<file path="config.mk">
export PLATFORM = sky130hd
export DESIGN_NAME = fir_decim_out_flat
export DESIGN_NICKNAME = d
export VERILOG_FILES = /design/src/rtl/fir_pkg.sv /design/src/rtl/fir_decim_out_if.sv /design/src/rtl/fir_sample_fifo.sv /design/src/rtl/fir_decim_out.sv /design/src/flat_wrapper.sv
export SDC_FILE = /design/constraint.sdc
export NUM_CORES = 1
export LEC_CHECK = 0
export BUFFER_PORTS_ARGS = -buffer_cell sky130_fd_sc_hd__buf_2
export CAP_MARGIN = 10
export CORE_ASPECT_RATIO = 0.5
export CORE_UTILIZATION = 48
export CTS_BUF_LIST = sky130_fd_sc_hd__clkbuf_16
export CTS_CLUSTER_SIZE = 24
export DETAILED_ROUTE_END_ITERATION = 7
export PLACE_DENSITY_LB_ADDON = 0.12
export SETUP_SLACK_MARGIN = 0.3
export SLEW_MARGIN = 20
export SYNTH_ARGS = -nofsm -noshare
export SYNTH_HDL_FRONTEND = slang
export SYNTH_HIERARCHICAL = 1
export SYNTH_SLANG_ARGS = --single-unit
</file>
<file path="constraint.sdc">
create_clock -name clk -period 5.6 [get_ports clk]
set_clock_uncertainty 0.05 [all_clocks]
set_input_delay 0.28 -clock clk [delete_from_list [all_inputs] [get_ports clk]]
set_output_delay 0.28 -clock clk [all_outputs]
set_load 0.01 [all_outputs]
</file>
<file path="src/rtl/fir_pkg.sv">
// rtl/fir_pkg.sv - shared sample type, width helper and parameter legality checks for the FIR output stage
package fir_pkg;

  localparam int FIR_DATA_WIDTH     = 8;
  localparam int FIR_DECIM_MIN      = 2;
  localparam int FIR_FIFO_DEPTH_MIN = 2;

  typedef logic signed [FIR_DATA_WIDTH-1:0] fir_sample_t;

  function automatic int fill_w(input int depth);
    return $clog2(depth) + 1;
  endfunction

  function automatic bit is_pow2(input int v);
    return (v > 0) && ((v & (v - 1)) == 0);
  endfunction

  function automatic bit decim_legal(input int decim);
    return (decim >= FIR_DECIM_MIN) && is_pow2(decim);
  endfunction

  function automatic bit fifo_depth_legal(input int depth);
    return (depth >= FIR_FIFO_DEPTH_MIN) && is_pow2(depth);
  endfunction

endpackage

</file>
<file path="src/rtl/fir_decim_out_if.sv">
// rtl/fir_decim_out_if.sv - sample input, decimated output handshake and status; FIR_DECIM_BYPASS_EN adds bypass
interface fir_decim_out_if import fir_pkg::*; #(
  parameter int DATA_WIDTH = FIR_DATA_WIDTH,
  parameter int FIFO_DEPTH = 4
);
  localparam int FILL_W = fill_w(FIFO_DEPTH);

  logic                         in_valid;
  logic signed [DATA_WIDTH-1:0] in_data;
  logic                         out_valid;
  logic                         out_ready;
  logic signed [DATA_WIDTH-1:0] out_data;
  logic [FILL_W-1:0]            fill;
  logic                         overflow;
  logic                         ovf_clr;
`ifdef FIR_DECIM_BYPASS_EN
  logic                         bypass;

  modport master (
    output in_valid, in_data, out_ready, ovf_clr, bypass,
    input  out_valid, out_data, fill, overflow
  );
  modport slave (
    input  in_valid, in_data, out_ready, ovf_clr, bypass,
    output out_valid, out_data, fill, overflow
  );
`else
  modport master (
    output in_valid, in_data, out_ready, ovf_clr,
    input  out_valid, out_data, fill, overflow
  );
  modport slave (
    input  in_valid, in_data, out_ready, ovf_clr,
    output out_valid, out_data, fill, overflow
  );
`endif

endinterface

</file>
<file path="src/rtl/fir_sample_fifo.sv">
// rtl/fir_sample_fifo.sv - first-word-fall-through sample FIFO with a registered head that holds when empty
module fir_sample_fifo import fir_pkg::*; #(
  parameter int DATA_WIDTH = FIR_DATA_WIDTH,
  parameter int DEPTH      = 4
) (
  input  logic                         clk,
  input  logic                         reset,
  input  logic                         push,
  input  logic signed [DATA_WIDTH-1:0] push_data,
  input  logic                         pop,
  output logic                         full,
  output logic                         empty,
  output logic [fill_w(DEPTH)-1:0]     fill,
  output logic signed [DATA_WIDTH-1:0] head
);
  localparam int AW = $clog2(DEPTH);
  localparam int FW = fill_w(DEPTH);

  logic signed [DATA_WIDTH-1:0] mem [DEPTH];
  logic [AW-1:0]                rd_ptr, wr_ptr, rd_next;
  logic [FW-1:0]                cnt, cnt_after_pop;
  logic                         do_push, do_pop;
  logic signed [DATA_WIDTH-1:0] head_next;

  assign empty         = (cnt == '0);
  assign full          = (cnt == FW'(DEPTH));
  assign fill          = cnt;
  assign do_pop        = pop && !empty;
  assign do_push       = push && (!full || do_pop);
  assign rd_next       = rd_ptr + AW'(do_pop);
  assign cnt_after_pop = cnt - FW'(do_pop);

  // Head tracks the next entry to present; if nothing remains it keeps the last value shown.
  always_comb begin
    head_next = head;
    if (cnt_after_pop != '0) begin
      head_next = mem[rd_next];
    end else if (do_push) begin
      head_next = push_data;
    end
  end

  always_ff @(posedge clk) begin
    if (do_push) begin
      mem[wr_ptr] <= push_data;
    end
  end

  always_ff @(posedge clk or negedge reset) begin
    if (!reset) begin
      rd_ptr <= '0;
      wr_ptr <= '0;
      cnt    <= '0;
      head   <= '0;
    end else begin
      rd_ptr <= rd_next;
      wr_ptr <= wr_ptr + AW'(do_push);
      cnt    <= cnt_after_pop + FW'(do_push);
      head   <= head_next;
    end
  end

endmodule

</file>
<file path="src/rtl/fir_decim_out.sv">
// rtl/fir_decim_out.sv - integrate-and-dump decimator with rounding, output FIFO and sticky overflow; FIR_DECIM_BYPASS_EN adds bypass
module fir_decim_out import fir_pkg::*; #(
  parameter int DATA_WIDTH = FIR_DATA_WIDTH,
  parameter int DECIM      = 4,
  parameter int FIFO_DEPTH = 4
) (
  input logic            clk,
  input logic            reset,
  fir_decim_out_if.slave io
);
  localparam int SHIFT = $clog2(DECIM);
  localparam int ACC_W = DATA_WIDTH + SHIFT + 1;
  localparam logic [SHIFT-1:0]        PHASE_LAST = SHIFT'(DECIM - 1);
  localparam logic signed [ACC_W-1:0] HALF       = ACC_W'(DECIM / 2);

  if (!decim_legal(DECIM) || !fifo_depth_legal(FIFO_DEPTH)) begin : g_param_check
    $error("fir_decim_out: DECIM and FIFO_DEPTH must be powers of two, at least 2");
  end

  logic [SHIFT-1:0]             phase;
  logic signed [ACC_W-1:0]      acc, sum, rounded;
  logic signed [DATA_WIDTH-1:0] dump_data, push_data;
  logic                         push, pop, full, empty, drop, overflow;

  assign sum       = acc + {{(SHIFT + 1){io.in_data[DATA_WIDTH-1]}}, io.in_data};
  assign rounded   = sum + HALF;
  // DECIM samples averaged always fit DATA_WIDTH, so plain truncation after the shift is safe.
  assign dump_data = DATA_WIDTH'(rounded >>> SHIFT);

  always_comb begin
    push      = io.in_valid && (phase == PHASE_LAST);
    push_data = dump_data;
`ifdef FIR_DECIM_BYPASS_EN
    if (io.bypass) begin
      push      = io.in_valid;
      push_data = io.in_data;
    end
`endif
  end

  always_ff @(posedge clk or negedge reset) begin
    if (!reset) begin
      phase <= '0;
      acc   <= '0;
`ifdef FIR_DECIM_BYPASS_EN
    end else if (io.bypass) begin
      if (io.in_valid) begin
        phase <= '0;
        acc   <= '0;
      end
`endif
    end else if (io.in_valid) begin
      if (phase == PHASE_LAST) begin
        phase <= '0;
        acc   <= '0;
      end else begin
        phase <= phase + SHIFT'(1);
        acc   <= sum;
      end
    end
  end

  assign pop  = !empty && io.out_ready;
  assign drop = push && full && !pop;

  always_ff @(posedge clk or negedge reset) begin
    if (!reset) begin
      overflow <= 1'b0;
    end else if (drop) begin
      overflow <= 1'b1;
    end else if (io.ovf_clr) begin
      overflow <= 1'b0;
    end
  end

  fir_sample_fifo #(
    .DATA_WIDTH (DATA_WIDTH),
    .DEPTH      (FIFO_DEPTH)
  ) u_fifo (
    .clk       (clk),
    .reset     (reset),
    .push      (push),
    .push_data (push_data),
    .pop       (pop),
    .full      (full),
    .empty     (empty),
    .fill      (io.fill),
    .head      (io.out_data)
  );

  assign io.out_valid = !empty;
  assign io.overflow  = overflow;

endmodule

</file>
<file path="src/flat_wrapper.sv">
// flat-port wrapper written by rule: the top's interface ports become plain ports
module fir_decim_out_flat import fir_pkg::*;
#(
  parameter int DATA_WIDTH = FIR_DATA_WIDTH,
  parameter int DECIM      = 4,
  parameter int FIFO_DEPTH = 4
)
  (clk, reset, io_in_valid, io_in_data, io_out_ready, io_ovf_clr, io_out_valid, io_out_data, io_fill, io_overflow);
  fir_decim_out_if #(.DATA_WIDTH(DATA_WIDTH), .FIFO_DEPTH(FIFO_DEPTH)) io_i ();
  input logic clk;
  input logic reset;
  input wire logic [$bits(io_i.in_valid)-1:0] io_in_valid;
  input wire logic [$bits(io_i.in_data)-1:0] io_in_data;
  input wire logic [$bits(io_i.out_ready)-1:0] io_out_ready;
  input wire logic [$bits(io_i.ovf_clr)-1:0] io_ovf_clr;
  output wire logic [$bits(io_i.out_valid)-1:0] io_out_valid;
  output wire logic [$bits(io_i.out_data)-1:0] io_out_data;
  output wire logic [$bits(io_i.fill)-1:0] io_fill;
  output wire logic [$bits(io_i.overflow)-1:0] io_overflow;
  assign io_i.in_valid = io_in_valid;
  assign io_i.in_data = io_in_data;
  assign io_i.out_ready = io_out_ready;
  assign io_i.ovf_clr = io_ovf_clr;
  assign io_out_valid = io_i.out_valid;
  assign io_out_data = io_i.out_data;
  assign io_fill = io_i.fill;
  assign io_overflow = io_i.overflow;
  fir_decim_out #(.DATA_WIDTH(DATA_WIDTH), .DECIM(DECIM), .FIFO_DEPTH(FIFO_DEPTH)) u_core (.clk(clk), .reset(reset), .io(io_i));
endmodule
</file>
==> key figures, run 1 <==
Run status
  • Status: completed

Die
  • Std-Cell Rows: 19
  • Die X: 114 um
  • Die H: 58.0 um
  • Starting Density: 52.3%
  • Core Region: 5750 sq um
  • Ports: 26
  • Die footprint: 6610 sq um

Route
  • WL/cell: 17.1 um
  • Final antenna-violating net count: 0
  • Initial drt markers: 110
  • Via count: 1,945
  • Pre-antenna DRT Iters: 4
  • Average vias per placed instance: 5.62
  • Post-Route WL: 5920 um
  • DRC: 0

Clocking
  • Post-CTS sizing: 0
  • Post-CTS setup buffers: 0
  • Worst skew pair latency: 0.33 ns
  • CTS root buf: clkbuf_16
  • Clock slew at reported path FFs: 0.05 ns
  • Hold buffer count at CTS: 1
  • Clk buf depth: 2
  • TritonCTS Buffers: 9
  • Clock Sinks: 60
  • H-tree Lvls: 3
  • CTS tree: done

STA
  • Unrepaired setup endpoints after global routing: no
  • Worst-margin pin slew: 0.936 ns
  • Setup TNS: 0 ns
  • Slew margin rel.: 37.4%
  • Fin crit period: 2.99 ns
  • Peak Freq: 0.335 GHz
  • Tcrit/Tclk final: 53.3%
  • Max Slew Vio Count: 0
  • Count of final setup violators: 0
  • Hold Violations, Final: 0

Critical path
  • Worst path top cell family by delay: simple AND/OR/NAND/NOR gates
  • Slowest stage delay, CP: 0.75 ns
  • Setup CP Type: reg -> reg
  • Slowest-stage cell, CP: xor2_1
  • CP Capture Type: register
  • Worst Path Buf+Inv: 0
  • CP Data Required Time: 5.75 ns
  • RR Startpoint: u_core/u_fifo/fill[2]
  • CP Launch Type: register
  • Crit path from: u_core/u_fifo/fill[2]
  • Crit-path max FO: 10
  • CP Data Arrival Time: 3.14 ns
  • Critical path cell sequence: nor3_1 -> nor2b_1 -> nor2b_1 -> ha_1 -> ha_1 -> xor2_1 -> nor2_1 -> a2bb2oi_1

Hold path
  • Hold path start: io_ovf_clr
  • Worst Hold Class: in -> reg

GRT
  • Vias in the first global route: 2,009
  • First-pass GRT wire length: 9840 um
  • Remaining Overflow, GRT: 0
  • Gr usage total: 20.9%
  • Initial antenna violation count: 0
  • Largest net degree at the start of global routing: 29

Yosys
  • Synth top area share: 31.9%
  • Most common cell in the netlist: edfxtp_1
  • #FFs+latches synth: 60
  • Yosys warnings: 6
  • Synth cell count leaders: edfxtp_1 (32), dfrtp_1 (28), ha_1 (17)
  • Largest area contributor in the synthesized netlist: edfxtp_1
  • Synth Instances: 220
  • Synth top area cells: edfxtp_1 (32%), dfrtp_1 (23%), ha_1 (7.1%), mux4_2 (6.0%), xor2_1 (2.6%)
  • Sequential area share after synthesis: 55.2%
  • Mapped cell area: 3010 sq um
  • Main synth FF type: edfxtp_1
  • Synth cell types: 54
  • Synthesized area per cell: 13.7 sq um
  • Post-Syn Nets: 251
  • EDFF count, synth: 32
  • Post-synth ARST share: 46.7%

Placed design
  • # port buffers: 25
  • Detailed Place HPWL: 4210 um
  • RePlAce Congestion: 0.907

Job
  • Max-cap violations: 0

Power
  • Pwr/cell area: 679 nW/um^2
  • Pleak: 1.47 nW
  • VDD IR max: 0.240 mV
  • Power Total: 2.39 mW

Layout
  • Antenna Cells: 0
  • Fin nets: 288
  • Layout cells sized above 1: 23.7%
  • Area grow syn2layout: 16.8%
-- layout by cell type, fill, tap and decap left out, types with 5 or more instances in the layout --
| master | instances |
|---|---|
| o21ai_0 | 10 |
| a21o_1 | 6 |
| xor2_1 | 9 |
| dfrtp_1 | 28 |
| inv_1 | 19 |
| a22o_1 | 5 |
| nor3_1 | 6 |
| a311oi_1 | 8 |
| buf_2 | 25 |
| ha_1 | 17 |
| edfxtp_1 | 32 |
| nand2_1 | 5 |
| a2bb2oi_1 | 8 |
| xnor2_1 | 7 |
| nor2_1 | 6 |
| mux4_2 | 8 |
| clkbuf_16 | 9 |
-- power by group --
part / internal [mW] / total (mW) / switching, mW
Sequential: 0.707 / 0.777 / 0.0709
Combinational: 0.493 / 1.14 / 0.651
Clock: 0.288 / 0.467 / 0.178
-- path summary, 6_finish.rpt --
check | to | slack (ns) | cells past startpoint
worst max-delay path | u_core/u_fifo/head[3] | 2.61 | 8
worst min-delay path | u_core/io.overflow | 0.09 | 2
worst max register to register | u_core/u_fifo/head[3] | 2.61 | 8
worst min register to register | u_core/acc[2] | 0.45 | 1
max in group asynchronous | u_core/phase[0] | 4.57 | 2
min in group asynchronous | u_core/acc[9] | 0.48 | 2
-- sequential cells by signal, indices dropped and copies added (netlist names) --
| register | count |
|---|---|
| u_core/u_fifo/mem | 32 |
| u_core/acc | 10 |
| u_core/u_fifo/head | 8 |
| u_core/u_fifo/fill | 3 |
| u_core/phase | 2 |
| u_core/u_fifo/rd_ptr | 2 |
| u_core/u_fifo/wr_ptr | 2 |
| u_core/io.overflow | 1 |
-- layer usage --
layer  vias to the layer above  global-route usage [%]  part of all wire [%]
met4                         0                    9.28                   1.2
met2                        51                    34.5                    47
li1                        930                       -                     -
met1                       955                    26.3                    45
met5                         -                       0                     0
met3                         9                    6.17                   6.4
-- kinds of logic after synthesis --
| kind of cell | after synthesis | share of synthesized area [%] |
|---|---|---|
| compound gates | 55 | 14.3 |
| xor+xnor | 17 | 5.19 |
| fa+ha+maj | 18 | 7.73 |
| buf+inv | 20 | 2.58 |
| flops | 60 | 55.2 |
| mux | 10 | 6.73 |
| simple gates | 40 | 8.35 |
-- cell type report --
type	count	area [sq um]
Tap cell	84	105
Clock buffer	9	225
Multi-Input combinational cell	140	1270
Fill cell	469	2230
Clock inverter	7	28.8
Sequential cell	60	1660
Inverter	16	60.1
Timing Repair Buffer	30	165
-- through the flow --
| stage | cell area, sq um | hold WS (ns) | util (%) | worst slack (ns) | instances |
|---|---|---|---|---|---|
| after floorplan | 3010 | -0.0656 | - | 2.95 | 220 |
| after global placement | 3250 | 0.307 | 56.6 | 2.70 | 329 |
| after detailed placement | 3250 | 0.315 | 56.6 | 2.61 | 329 |
| after CTS | 3520 | 0.0804 | 61.2 | 2.63 | 346 |
| after global routing | 3520 | 0.0905 | 61.2 | 2.38 | 346 |
| final | 3520 | 0.0894 | 61.2 | 2.61 | 346 |
Power figures use the tool's default switching activity.
==> run 2, diff against run 1 <==
--- a/config.mk
+++ b/config.mk
@@ -5,6 +5,7 @@
 export SDC_FILE = /design/constraint.sdc
 export NUM_CORES = 1
 export LEC_CHECK = 0
+export ABC_AREA = 1
 export BUFFER_PORTS_ARGS = -buffer_cell sky130_fd_sc_hd__buf_2
 export CAP_MARGIN = 10
 export CORE_ASPECT_RATIO = 0.5
==> constraint.sdc (replaced) <==
create_clock -name clk -period 2.4 [get_ports clk]
set_clock_uncertainty 0.05 [all_clocks]
set_input_delay 0.12 -clock clk [delete_from_list [all_inputs] [get_ports clk]]
set_output_delay 0.12 -clock clk [all_outputs]
set_load 0.01 [all_outputs]
==> run 2 against run 1 <==
Against the previous run: fmax grew 31%; global-route usage increased by 2.0 points; power increased to 2.9 times the previous value; flip-flop and latch count unchanged; hold slack better by 0.016 ns; clock power is 130% higher; routed wire length up 31%; die area increased by 12%; count of clock-buffer cells in the layout stayed put; sequential power rose by 130%; critical endpoint is now u_core/u_fifo/head[7]; largest power group unchanged; highest routed layer unchanged.
==> key figures, run 2 <==
Die
  • Core Region: 6750 sq um (+17%)
  • Die footprint: 7400 sq um (+12%)
  • Die H: 61.3 um (+5.7%)
  • Std-Cell Rows: 21 (+2)
  • Starting Density: 50.0% (-2.3 points)
  • Ports: 26 (unchanged)
  • Die X: 121 um (+5.8%)

Layout
  • Post-route cell area: 4430 sq um (+26%)
  • Layout cells sized above 1: 28.8% (+5.1 points)
  • Antenna Cells: 0 (unchanged)
  • Max FFs per register: 32 (unchanged)
  • Combined area of the multi-input logic cells: 1700 sq um (+34%)
  • Seq. cell area: 1660 sq um (unchanged)
  • Most frequent cells in the layout: nand2_1 (156), inv_1 (47), edfxtp_1 (32)
  • Commonest non-fill, non-tap cell in the layout: nand2_1
  • Fin nets: 502 (+74%)
  • Largest reg by FF count: u_core/u_fifo/mem
  • Final Core Density: 65.6% (+4.5 points)
  • Fill count: 545 (+16%)
  • Area grow syn2layout: 31.2%
  • Cell Count, Final, Fillers Out: 568 (+64%)
  • Biggest regs: u_core/u_fifo/mem: 32 flops, u_core/acc: 10 flops, u_core/u_fifo/head: 8 flops

Route
  • Average vias per placed instance: 4.82 (-14%)
  • Final antenna-violating net count: 0 (unchanged)
  • Via count: 2,737 (+41%)
  • Post-Route WL: 7760 um (+31%)
  • Initial drt markers: 126 (+15%)
  • WL/cell: 13.7 um (-20%)
  • DRC: 0 (unchanged)
  • Pre-antenna DRT Iters: 4 (unchanged)

Clocking
  • H-tree Lvls: 3 (unchanged)
  • Clk buf depth: 2 (unchanged)
  • CTS tree: done
  • CTS root buf: clkbuf_16
  • Worst skew pair latency: 0.32 ns (about the same)
  • Clock slew at reported path FFs: 0.05 ns (about the same)
  • TritonCTS Buffers: 9 (unchanged)
  • Clock Sinks: 60 (unchanged)

Job
  • Max-cap violations: 0 (unchanged)

STA
  • Unrepaired setup endpoints after global routing: yes
  • Max Slew Vio Count: 0 (unchanged)
  • Tcrit/Tclk final: 95.3% (+42 points)
  • Peak Freq: 0.437 GHz (+31%)
  • Count of final setup violators: 0 (unchanged)
  • Fin crit period: 2.29 ns (-0.700 ns)
  • Worst Hold Slack: 0.106 ns (+0.0161 ns)
  • Hold Violations, Final: 0 (unchanged)
  • Slew margin rel.: 43.2% (+5.8 points)
  • Worst-margin pin slew: 0.847 ns (-0.0889 ns)

GRT
  • Remaining Overflow, GRT: 0 (unchanged)
  • Initial antenna violation count: 0 (unchanged)
  • Gr usage total: 23.0% (+2.0 points)
  • First-pass GRT wire length: 12,400 um (+26%)
  • Largest net degree at the start of global routing: 29 (unchanged)
  • Vias in the first global route: 2,556 (+27%)

Yosys
  • Synth top area cells: edfxtp_1 (28%), dfrtp_1 (21%), nand2_1 (18%), ha_1 (6.3%), inv_1 (6.1%)
  • Synth cell types: 27 (-50%)
  • Yosys warnings: 6 (unchanged)
  • Synthesized area per cell: 8.34 sq um (-39%)
  • Main synth FF type: edfxtp_1
  • Mapped cell area: 3380 sq um (+12%)
  • Synth top area share: 28.4% (-3.5 points)
  • Sequential area share after synthesis: 49.2% (-6.0 points)
  • Post-Syn Nets: 436 (+74%)
  • Largest area contributor in the synthesized netlist: edfxtp_1
  • EDFF count, synth: 32 (unchanged)
  • #FFs+latches synth: 60 (unchanged)
  • Post-synth ARST share: 46.7% (unchanged)
  • Synth Instances: 405 (+84%)
  • Most common cell in the netlist: nand2_1
  • Synth cell count leaders: nand2_1 (161), inv_1 (55), edfxtp_1 (32)

Hold path
  • Worst Hold Class: in -> reg
  • Hold endpoint: u_core/acc[0]
  • Hold path start: io_in_data[0]
  • Hold Path Cell Cnt: 3 (+1)

Critical path
  • Crit-path max FO: 5 (-5)
  • RR Endpoint: u_core/u_fifo/head[7]
  • CP Data Required Time: 2.55 ns (-3.20 ns)
  • CP Data Arrival Time: 2.44 ns (-0.70 ns)
  • Setup CP Type: reg -> reg
  • Worst r2r path cells: 15 (+7)
  • Minimum setup slack among reg-to-reg paths: 0.11 ns (-2.50 ns)
  • CP Launch Type: register
  • RR Startpoint: u_core/acc[0]
  • CP Capture Type: register

Power
  • Pleak: 2.18 nW (+48%)
  • Pwr/cell area: 1570 nW/um^2 (+130%)
  • VDD IR max: 0.672 mV (+180%)

Placed design
  • Detailed Place HPWL: 5210 um (+24%)
  • Placed Cells: 522 (+59%)
  • RePlAce Congestion: 0.870 (-4.1%)
  • Area after DPL: 3680 sq um (+13%)
  • # port buffers: 25 (unchanged)

Run status
  • Status: completed
-- run 2: critical path, cell delays in order, from the launching register on --
cell,delay (ns)
dfrtp_1,0.34
ha_2,0.19
inv_2,0.04
fa_2,0.36
xor2_2,0.17
inv_2,0.07
ha_4,0.14
nand3_4,0.08
nor2_4,0.12
nand3_4,0.12
o21bai_1,0.17
nand2_2,0.11
inv_2,0.06
nor2_1,0.03
nand2_1,0.05
nand3_1,0.07
-- run 2: metal layers --
metal | up-vias | routed length, um | global-route usage [%]
met1 | 1256 | 3640 | 30.1
met4 | 0 | 51 | 5.82
met5 | - | 0 | 0
met3 | 4 | 392 | 6.11
met2 | 63 | 3670 | 39.1
li1 | 1414 | - | -
-- run 2: report_power, final --
part	switching (mW)	total [mW]	internal, mW	leakage, nW
logic	2.37	4.10	1.73	1.41
clock network	0.406	1.08	0.672	0.138
registers	0.198	1.78	1.58	0.634
-- run 2: how the worst max path moves through the flow --
| stage | depth (start not counted) | slack (ns) | startpoint | endpoint |
|---|---|---|---|---|
| floorplan | 15 | 0.15 | u_core/acc[0] | u_core/u_fifo/head[7] |
| global placement | 15 | 0.05 | u_core/acc[0] | u_core/u_fifo/head[7] |
| detailed placement | 15 | -0.006 | u_core/acc[0] | u_core/u_fifo/head[7] |
| CTS | 16 | 0.05 | u_core/acc[0] | u_core/u_fifo/head[7] |
| global route | 15 | -0.02 | u_core/acc[0] | u_core/u_fifo/head[7] |
| finish | 15 | 0.11 | u_core/acc[0] | u_core/u_fifo/head[7] |
-- run 2: area by class of cell --
class	count	area share (%)
inverter	59	5.19
clock buffer	9	5.08
clock inverter	7	0.649
multi-input combinational	279	38.4
tap	92	2.60
sequential	60	37.5
timing repair buffer	62	10.6
-- run 2: repair_timing --
action	in CTS	in global routing
hold endpoints to repair	31	0
setup endpoints to repair	62	62
gates cloned	1	0
buffers inserted	15	11
hold buffers	3	0
gates resized for setup	22	33
pin swaps	7	13
-- run 2: through the flow --
stage,total power [mW],worst slack (ns),setup TNS [ns]
3_5_place_dp,4.87,-0.00650,-0.00650
2_1_floorplan,4.10,0.145,0
6_report,6.96,0.113,0
5_1_grt,7.51,-0.0234,-0.0339
3_3_place_gp,4.77,0.0550,0
4_1_cts,6.42,0.0469,0
-- run 2: kinds of logic (layout without fill, tap and decap cells) --
logic type | count (synthesis) | count (layout) | share of synthesized area [%]
AOI/OAI and AO/OA | 17 | 17 | 2.96
xor gates and xnor gates | 9 | 9 | 2.33
adders and majority gates | 18 | 18 | 6.89
buffers and inverters | 66 | 137 | 8.52
DFF | 60 | 60 | 49.2
and+or+nand+nor | 235 | 235 | 30.1
